==> src/rtl/sccb_pkg.sv <==
// Shared state encoding and timing constants for the SCCB configuration sequencer.
package sccb_pkg;

  typedef enum logic [3:0] {
    StIdle,
    StPwrup,
    StLoad,
    StIssue,
    StWaitEnd,
    StCheck,
    StGap,
    StDone,
    StError
  } sccb_state_e;

  localparam logic [23:0] LUT_END_MARKER = 24'hFFFFFF;
  localparam int unsigned GAP_TICKS      = 2;
  localparam int unsigned WDOG_TICKS     = 64;

endpackage

==> src/rtl/sccb_clk_div.sv <==
// Free-running SCL divider: i2c_clk low for the first half of the period, i2c_en strobe mid-low.
module sccb_clk_div #(
  parameter int unsigned CLK_DIV = 400
) (
  input  logic clk,
  input  logic rst_n,
  output logic o_i2c_clk,
  output logic o_i2c_en
);
  localparam int unsigned CW = $clog2(CLK_DIV);
  localparam logic [CW-1:0] CNT_LAST = CW'(CLK_DIV - 1);
  localparam logic [CW-1:0] CNT_HALF = CW'(CLK_DIV / 2);
  localparam logic [CW-1:0] CNT_QTR  = CW'(CLK_DIV / 4);

  logic [CW-1:0] r_cnt;
  logic [CW-1:0] w_cnt_nxt;
  logic          r_i2c_clk;
  logic          r_i2c_en;

  assign w_cnt_nxt = (r_cnt == CNT_LAST) ? '0 : r_cnt + 1'b1;

  // Outputs are registered from the next count so they line up with r_cnt without a comb path.
  always_ff @(posedge clk or negedge rst_n) begin
    if (!rst_n) begin
      r_cnt     <= '0;
      r_i2c_clk <= 1'b1;
      r_i2c_en  <= 1'b0;
    end else begin
      r_cnt     <= w_cnt_nxt;
      r_i2c_clk <= (w_cnt_nxt >= CNT_HALF);
      r_i2c_en  <= (w_cnt_nxt == CNT_QTR);
    end
  end

  assign o_i2c_clk = r_i2c_clk;
  assign o_i2c_en  = r_i2c_en;

endmodule

==> src/rtl/sccb_cfg_sequencer.sv <==
// Walks a {sub_addr, data} register LUT and issues one SCCB write per entry, retrying NACKs.
// Define SCCB_CFG_READBACK_EN to follow every successful write with a verifying read.
module sccb_cfg_sequencer
  import sccb_pkg::*;
#(
  parameter int unsigned CLK_DIV   = 400,
  parameter int unsigned LUT_SIZE  = 256,
  parameter logic [7:0]  SLAVE_ID  = 8'h78,
  parameter int unsigned PWRUP_DLY = 20000,
  parameter int unsigned MAX_RETRY = 3,
  localparam int unsigned IW       = $clog2(LUT_SIZE)
) (
  input  logic          clk,
  input  logic          rst_n,
  input  logic          i_start,
  output logic [IW-1:0] o_lut_index,
  input  logic [23:0]   i_lut_data,
  output logic          o_i2c_clk,
  output logic          o_i2c_en,
  output logic [39:0]   o_i2c_wdata,
  output logic          o_wr,
  output logic          o_trans,
  input  logic          i_i2c_end,
  input  logic          i_ack,
  input  logic [7:0]    i_i2c_rdata,
  output logic          o_busy,
  output logic          o_done,
  output logic          o_error,
  output logic [IW-1:0] o_err_index
);
  localparam int unsigned RW  = $clog2(MAX_RETRY + 2);
  localparam int unsigned WDW = $clog2(WDOG_TICKS + 1);
  localparam int unsigned GW  = $clog2(GAP_TICKS + 1);
  localparam logic [IW:0] IDX_END = (IW+1)'(LUT_SIZE);

  sccb_state_e r_state, w_state_nxt;

  // One extra bit so the index can rest at LUT_SIZE.
  logic [IW:0]     r_idx;
  logic [RW-1:0]   r_retry;
  logic [31:0]     r_dly;
  logic [WDW-1:0]  r_wdog;
  logic [GW-1:0]   r_gap;
  logic            r_fail;
  logic            r_rd_pend;
  logic [39:0]     r_wdata;
  logic            r_wr;
  logic [IW-1:0]   r_err_index;

  logic w_i2c_en;
  logic w_lut_end;
  logic w_wdog_exp;
  logic w_gap_exp;
  logic w_can_retry;
  logic w_fail_now;
  logic w_need_rd;

  sccb_clk_div #(
    .CLK_DIV(CLK_DIV)
  ) u_clk_div (
    .clk      (clk),
    .rst_n    (rst_n),
    .o_i2c_clk(o_i2c_clk),
    .o_i2c_en (w_i2c_en)
  );

`ifdef SCCB_CFG_READBACK_EN
  assign w_fail_now = i_ack | (!r_wr && (i_i2c_rdata != r_wdata[7:0]));
  assign w_need_rd  = r_wr;
`else
  logic w_unused_rdata;
  assign w_unused_rdata = ^i_i2c_rdata;
  assign w_fail_now     = i_ack;
  assign w_need_rd      = 1'b0;
`endif

  assign w_lut_end   = (r_idx == IDX_END) || (i_lut_data == LUT_END_MARKER);
  assign w_wdog_exp  = w_i2c_en && (r_wdog == WDW'(WDOG_TICKS - 1));
  assign w_gap_exp   = w_i2c_en && (r_gap == GW'(GAP_TICKS - 1));
  assign w_can_retry = (r_retry < RW'(MAX_RETRY));

  always_ff @(posedge clk or negedge rst_n) begin
    if (!rst_n) r_state <= StIdle;
    else        r_state <= w_state_nxt;
  end

  always_comb begin
    w_state_nxt = r_state;
    unique case (r_state)
      StIdle, StDone, StError: if (i_start) w_state_nxt = StPwrup;
      StPwrup:   if (r_dly == PWRUP_DLY - 1) w_state_nxt = StLoad;
      StLoad:    w_state_nxt = w_lut_end ? StDone : StIssue;
      StIssue:   if (w_i2c_en) w_state_nxt = StWaitEnd;
      StWaitEnd: if (i_i2c_end || w_wdog_exp) w_state_nxt = StCheck;
      StCheck:   w_state_nxt = (r_fail && !w_can_retry) ? StError : StGap;
      StGap:     if (w_gap_exp) w_state_nxt = r_rd_pend ? StIssue : StLoad;
      default:   w_state_nxt = StIdle;
    endcase
  end

  always_ff @(posedge clk or negedge rst_n) begin
    if (!rst_n) begin
      r_idx       <= '0;
      r_retry     <= '0;
      r_dly       <= '0;
      r_wdog      <= '0;
      r_gap       <= '0;
      r_fail      <= 1'b0;
      r_rd_pend   <= 1'b0;
      r_wdata     <= '0;
      r_wr        <= 1'b1;
      r_err_index <= '0;
    end else begin
      case (r_state)
        StIdle, StDone, StError: begin
          if (i_start) begin
            r_idx     <= '0;
            r_retry   <= '0;
            r_dly     <= '0;
            r_rd_pend <= 1'b0;
          end
        end
        StPwrup: r_dly <= r_dly + 32'd1;
        StLoad: begin
          if (!w_lut_end) begin
            r_wdata <= {SLAVE_ID | 8'h01, SLAVE_ID, i_lut_data};
            r_wr    <= 1'b1;
          end
        end
        StIssue: r_wdog <= '0;
        StWaitEnd: begin
          // A completion in the same cycle as watchdog expiry takes the controller's result.
          if (i_i2c_end)       r_fail <= w_fail_now;
          else if (w_wdog_exp) r_fail <= 1'b1;
          else if (w_i2c_en)   r_wdog <= r_wdog + 1'b1;
        end
        StCheck: begin
          r_gap <= '0;
          if (r_fail) begin
            if (w_can_retry) r_retry     <= r_retry + 1'b1;
            else             r_err_index <= r_idx[IW-1:0];
          end else if (w_need_rd) begin
            r_rd_pend <= 1'b1;
          end else begin
            r_retry <= '0;
            if (r_idx != IDX_END) r_idx <= r_idx + 1'b1;
          end
        end
        StGap: begin
          if (w_i2c_en) r_gap <= r_gap + 1'b1;
          if (w_gap_exp && r_rd_pend) begin
            r_wr      <= 1'b0;
            r_rd_pend <= 1'b0;
          end
        end
        default: ;
      endcase
    end
  end

  always_comb begin
    o_trans     = (r_state == StWaitEnd) || ((r_state == StIssue) && w_i2c_en);
    o_busy      = !(r_state inside {StIdle, StDone, StError});
    o_done      = (r_state == StDone);
    o_error     = (r_state == StError);
    o_i2c_en    = w_i2c_en;
    o_lut_index = r_idx[IW-1:0];
    o_i2c_wdata = r_wdata;
    o_wr        = r_wr;
    o_err_index = r_err_index;
  end

endmodule
==> config.mk <==
export PLATFORM = sky130hd
export DESIGN_NAME = sccb_cfg_sequencer
export DESIGN_NICKNAME = d
export VERILOG_FILES = /design/src/rtl/sccb_pkg.sv /design/src/rtl/sccb_clk_div.sv /design/src/rtl/sccb_cfg_sequencer.sv
export SDC_FILE = /design/constraint.sdc
export NUM_CORES = 1
export LEC_CHECK = 0
export ABC_AREA = 1
export CAP_MARGIN = 20
export CORE_AREA = 3 3 83 163
export CTS_CLUSTER_DIAMETER = 60
export DETAILED_ROUTE_END_ITERATION = 10
export DIE_AREA = 0 0 86 166
export PLACE_DENSITY = 0.82
export SYNTH_ARGS = -nofsm -noshare
export SYNTH_HDL_FRONTEND = slang
export SYNTH_HIERARCHICAL = 1
export SYNTH_SLANG_ARGS = --single-unit
==> constraint.sdc <==
create_clock -name clk -period 2.35 [get_ports clk]
set_input_delay 0.3525 -clock clk [delete_from_list [all_inputs] [get_ports clk]]
set_output_delay 0.3525 -clock clk [all_outputs]
set_load 0.05 [all_outputs]
### After elaboration in Yosys (flattened, before gate mapping)

Cells that the tools add are included.

| cells by class | value |
|---|---|
| divide/modulo/power cells | 0 |
| bitwise operators | 2 |
| equal/unequal tests | 30 |
| $add $sub $neg | 6 |
| muxes and demuxes | 33 |
| shift-type cells | 0 |
| reduce and logical (&&, ||, !) cells | 31 |
| $mul | 0 |
| magnitude comparators | 2 |

Operator list:

| kind | count |
|---|---|
| $pmux W32 S2 | 1 |
| $mux W9 | 4 |
| $add A32 B1 Y32 const B | 1 |
| $eq A32 B15 Y1 const B | 1 |
| $mux W32 | 1 |
| $pmux W4 S7 | 1 |
| $eq A24 B24 Y1 const B | 1 |
| $mux W4 | 6 |
| $mux W7 | 3 |
| $ne A2 B2 Y1 const B | 10 |
| $add A9 B1 Y9 const B | 2 |
| $eq A9 B9 Y1 const B | 2 |
| $pmux W9 S2 | 1 |
| $eq A4 B3 Y1 const B | 4 |
| $pmux W7 S2 | 1 |
| $reduce_bool A2 Y1 | 7 |
| $mux W3 | 4 |
| $reduce_and A3 Y1 | 4 |
| $eq A9 B7 Y1 const B | 1 |
| $ge A9 B8 Y1 const B | 1 |
| $ne A9 B9 Y1 const B | 1 |
| $eq A4 B2 Y1 const B | 2 |
| $reduce_and A2 Y1 | 4 |
| $reduce_and A4 Y1 | 2 |
| 23 further kinds | 39 |

| word-level totals | value |
|---|---|
| logic and storage cells | 118 |
| bits in writable memories | 0 |
| bits in latches | 0 |
| ROM bits | 0 |
| bits of input ports | 37 |
| flip-flop bits (word level) | 104 |
| memories kept | 0 |

### Logic depth before layout (Yosys ltp)

| depth | value |
|---|---|
| depth in word-level cells | 5 |
| mapped depth | 11 |
| depth with buffers taken out | 11 |

### Modules after synthesis

The synthesis kept the hierarchy.

Modules (own cells, without submodules):

| module | times used | area each (um^2) | cells each |
|---|---|---|---|
| sccb_cfg_sequencer | 1 | 5250.0 | 727 |
| sccb_clk_div | 1 | 604.3 | 78 |

### Least setup slack after synthesis

Ideal clock, no wire load.

| timing | value |
|---|---|
| path kind | register -> output |
| start | register u_clk_div.r_i2c_en (netlist: u_clk_div/o_i2c_en) |
| end | output port o_trans |
| slack | 0.098 ns |
| cell stages (with the launch flop) | 3 |
| path buffers | 0 |
| arrival time | 1.900 ns |
| path through | dfrtp_1 -> inv_1 -> o21ai_0 |

| between the ends | value |
|---|---|
| longest elaborated chain between the ends | 2 |

RTL lines:

| what | line | source |
|---|---|---|
| start: declaration | sccb_clk_div.sv:18 | `logic r_i2c_en;` |
| start signal: assignment | sccb_clk_div.sv:31 | `r_i2c_en <= (w_cnt_nxt == CNT_QTR);` |
| $logic_and A1 B1 Y1 | sccb_cfg_sequencer.sv:162 | `o_trans = (r_state == StWaitEnd) \|\| ((r_state == StIssue) && w_i2c_en);` |
| $logic_or A1 B1 Y1 | sccb_cfg_sequencer.sv:162 |  |
| end: declaration | sccb_cfg_sequencer.sv:22 | `output logic o_trans,` |

No other way between the ends.

==> impl_metrics.toml <==
[run_status]
outcome = "finished clean"

[synthesis]
syn_avg_cell_area_um2 = 7.27
ys_top_cells_by_count = "nand2_1, dfrtp_1, nor2_1"
ys_ff_latch = 103
yosysTopAreaCellShare = 0.432
ys_seq_area_frac = 0.441
syn_inst = 805
ys.flop_type = "dfrtp_1"
ys_top_cells_by_area = "dfrtp_1, nand2_1, nor2_1"
synth_edf_count = 0
post-synth-top-count-cell = "nand2_1"
async_flop_share = 1.00
synth_area_leader_cell = "dfrtp_1"
ys_types = 37
syn_area_um2 = 5850
yosys_warnings = 6

[global_route]
grt_use_met3 = 0.0447
grt_start_max_net_pins = 39
antenna_found_initial = 0
grtUsageMet2 = 0.393
grt-busiest-layer = "met2"
grtUsageTotal = 0.211
gr-total-overflow = 0
grt_use_met1 = 0.215
grt_pass1_vias = 5412
grt_pass1_wl_um = 24500

[timing]
finalCriticalPeriod_ns = 2.07
skew_ns = 0.00653
fmax_mhz = 483
drv_slew = 0
hold_violations = 0
worst_slew_pin_slew_ns = 0.630
fin_crit_sh = 0.881
rsz0062_at_grt = "false"
setup-tns-final_ns = 0
setup_viol = 0
relSlewSlack = 0.577

[detailed_routing]
dr_total_vias = 5334
drt_iter0_drc = 277
vias_per_cell = 5.16
first_pass_iters = 4
route.detailed.drc = 0
routed_wl_um = 14200
wl_per_cell_um = 13.7
final_antenna_net_count = 0

[floorplan]
die_h_um = 166
dieArea_um2 = 14300
start_util = 0.474
ios = 100
fp.dieW_um = 86
std_cell_rows = 57
core_area_um2 = 12300

[finish]
drive_above_1_share = 0.0778
finish.instance_area_um2 = 7060
finalCoreUtilization = 0.572
areaGrowthSynthToFinish_pct = 20.5
fill_cells = 1137
antennaDiodeCount = 0
layout.nets = 927

[clock_tree]
numCtsBuffers = 9
clk-insertion-delay-late_ns = 0.35
path_clk_slew_ns = 0.07
cts_tree = "done"
cts-root-buf = "clkbuf_16"
htreeDepth = 3
cts_resized = 0
clockBufferDepth = 2
cts_num_sinks = 103

[power]
p_leak_nw = 3.39
p_per_area_nw_per_um2 = 984
peakVddDrop_v = 0.000879

[place]
dp_hpwl_um = 10900
place_area_um2 = 6740
port_buffers = 84
globalplace.congestion = 0.951

[hold_path]
whs_path_depth = 2
hold_path.class = "reg2reg"

[worst_setup_path]
criticalPathCategory = "reg2out"
crit_chain = "clkdlybuf4s50_1"
critPathBufInv = 1
crit_slowest_cell = "clkdlybuf4s50_1"
worst-path-stages = 1
required_ns = 2.00
startpoint_type = "flip-flop"
endpoint_kind = "output port"
reg2reg_depth = 10
crit_family = "buffers and inverters"
critical-path-max-stage-delay_ns = 0.88
arrival_ns = 1.72
critPathMaxFanout = 10

[run]
cap_violations = 0
per-layer routing:
| layer | vias up | share of wire |
|---|---|---|
| li1 | 2677 | - |
| met1 | 2473 | 0.36 |
| met2 | 135 | 0.56 |
| met3 | 49 | 0.044 |
| met4 | 0 | 0.040 |
| met5 | - | 0 |
final timing paths:
kind / start / endpoint / slack (ns)
min reg2reg: o_err_index[1] / o_err_index[1] / 0.49
min in group asynchronous: rst_n / o_err_index[3] / 0.52
max in group asynchronous: rst_n / o_wr / 1.17
min: o_err_index[1] / o_err_index[1] / 0.49
max: o_i2c_wdata[27] / o_i2c_wdata[29] / 0.28
max reg2reg: r_idx[0] / o_i2c_wdata[3] / 0.34
through the flow:
step	hold slack [ns]	power (mW)	setup slack, ns	std cells
final	0.489	6.94	0.279	1034
after global routing	0.523	7.38	0.170	1034
after CTS	0.493	6.98	0.265	1034
after detailed placement	0.337	5.42	0.305	1017
after global placement	0.336	5.38	0.314	1017
after floorplan	0.0569	4.49	0.0975	811
worst min-delay path: stages (launching register included):
cell	delay (ns)
dfrtp_1	0.34
nand2_1	0.05
o21ai_0	0.06
repair_timing:
item,in CTS,in global routing
hold buffers,1,0
setup buffers,0,0
endpoints found under the hold margin,32,0
placed cells by master, fill, tap and decap left out, types with 3 or more instances in the layout:
cell | Yosys | final
nand4_1 | 13 | 13
clkbuf_16 | 0 | 9
a21oi_1 | 11 | 11
o21a_1 | 3 | 3
inv_1 | 82 | 82
ha_1 | 8 | 8
o21ai_0 | 62 | 62
nand3_1 | 52 | 52
inv_2 | 8 | 8
nand3_2 | 4 | 4
nor2_2 | 6 | 6
o21ai_1 | 9 | 9
nor2_1 | 94 | 94
nand3b_1 | 3 | 3
nand2_2 | 8 | 8
nor3_1 | 16 | 16
xnor2_1 | 3 | 3
nor2_4 | 6 | 6
nand2_1 | 258 | 258
clkdlybuf4s50_1 | 0 | 79
dfrtp_1 | 101 | 101
conb_1 | 1 | 7
buf_4 | 27 | 13
xor2_1 | 6 | 6
flip-flops by register name (all words and copies together), names as in the netlist:
register and cells:
r_fail 1, r_idx 9, u_clk_div/o_i2c_clk 1, r_gap 2
o_wr 1, r_wdog 7, r_state 4, r_dly 32
o_err_index 8, u_clk_div/o_i2c_en 1, r_retry 3, o_i2c_wdata 25
u_clk_div/r_cnt 9
layout make-up:
type                    count  area (um2)  area share
multi-input cells         584        2730       0.387
flip-flops and latches    103        2580       0.366
repair buffers             94         918       0.130
inverters                  90         338      0.0479
clock buffers              11         243      0.0344
well taps                 147         184      0.0261
clock inverters             5        65.1     0.00922
logic make-up after synthesis:
logic type | after synthesis | share of synthesized area
xor gates and xnor gates | 9 | 0.0135
adders and majority gates | 8 | 0.0171
DFF | 103 | 0.441
buffers and inverters | 124 | 0.0972
muxes | 1 | 0.00171
and+or+nand+nor | 468 | 0.347
other | 1 | 0.000641
AOI/OAI and AO/OA | 91 | 0.0825
power by group:
group / switching (mW) / total (mW) / leakage (nW) / internal [mW]
clock network: 0.668 / 1.53 / 0.151 / 0.867
logic: 2.09 / 2.98 / 1.88 / 0.890
registers: 0.292 / 2.42 / 1.36 / 2.13
total: 3.05 / 6.94 / 3.39 / 3.89
No activity file was read; power rests on OpenSTA's default activity.
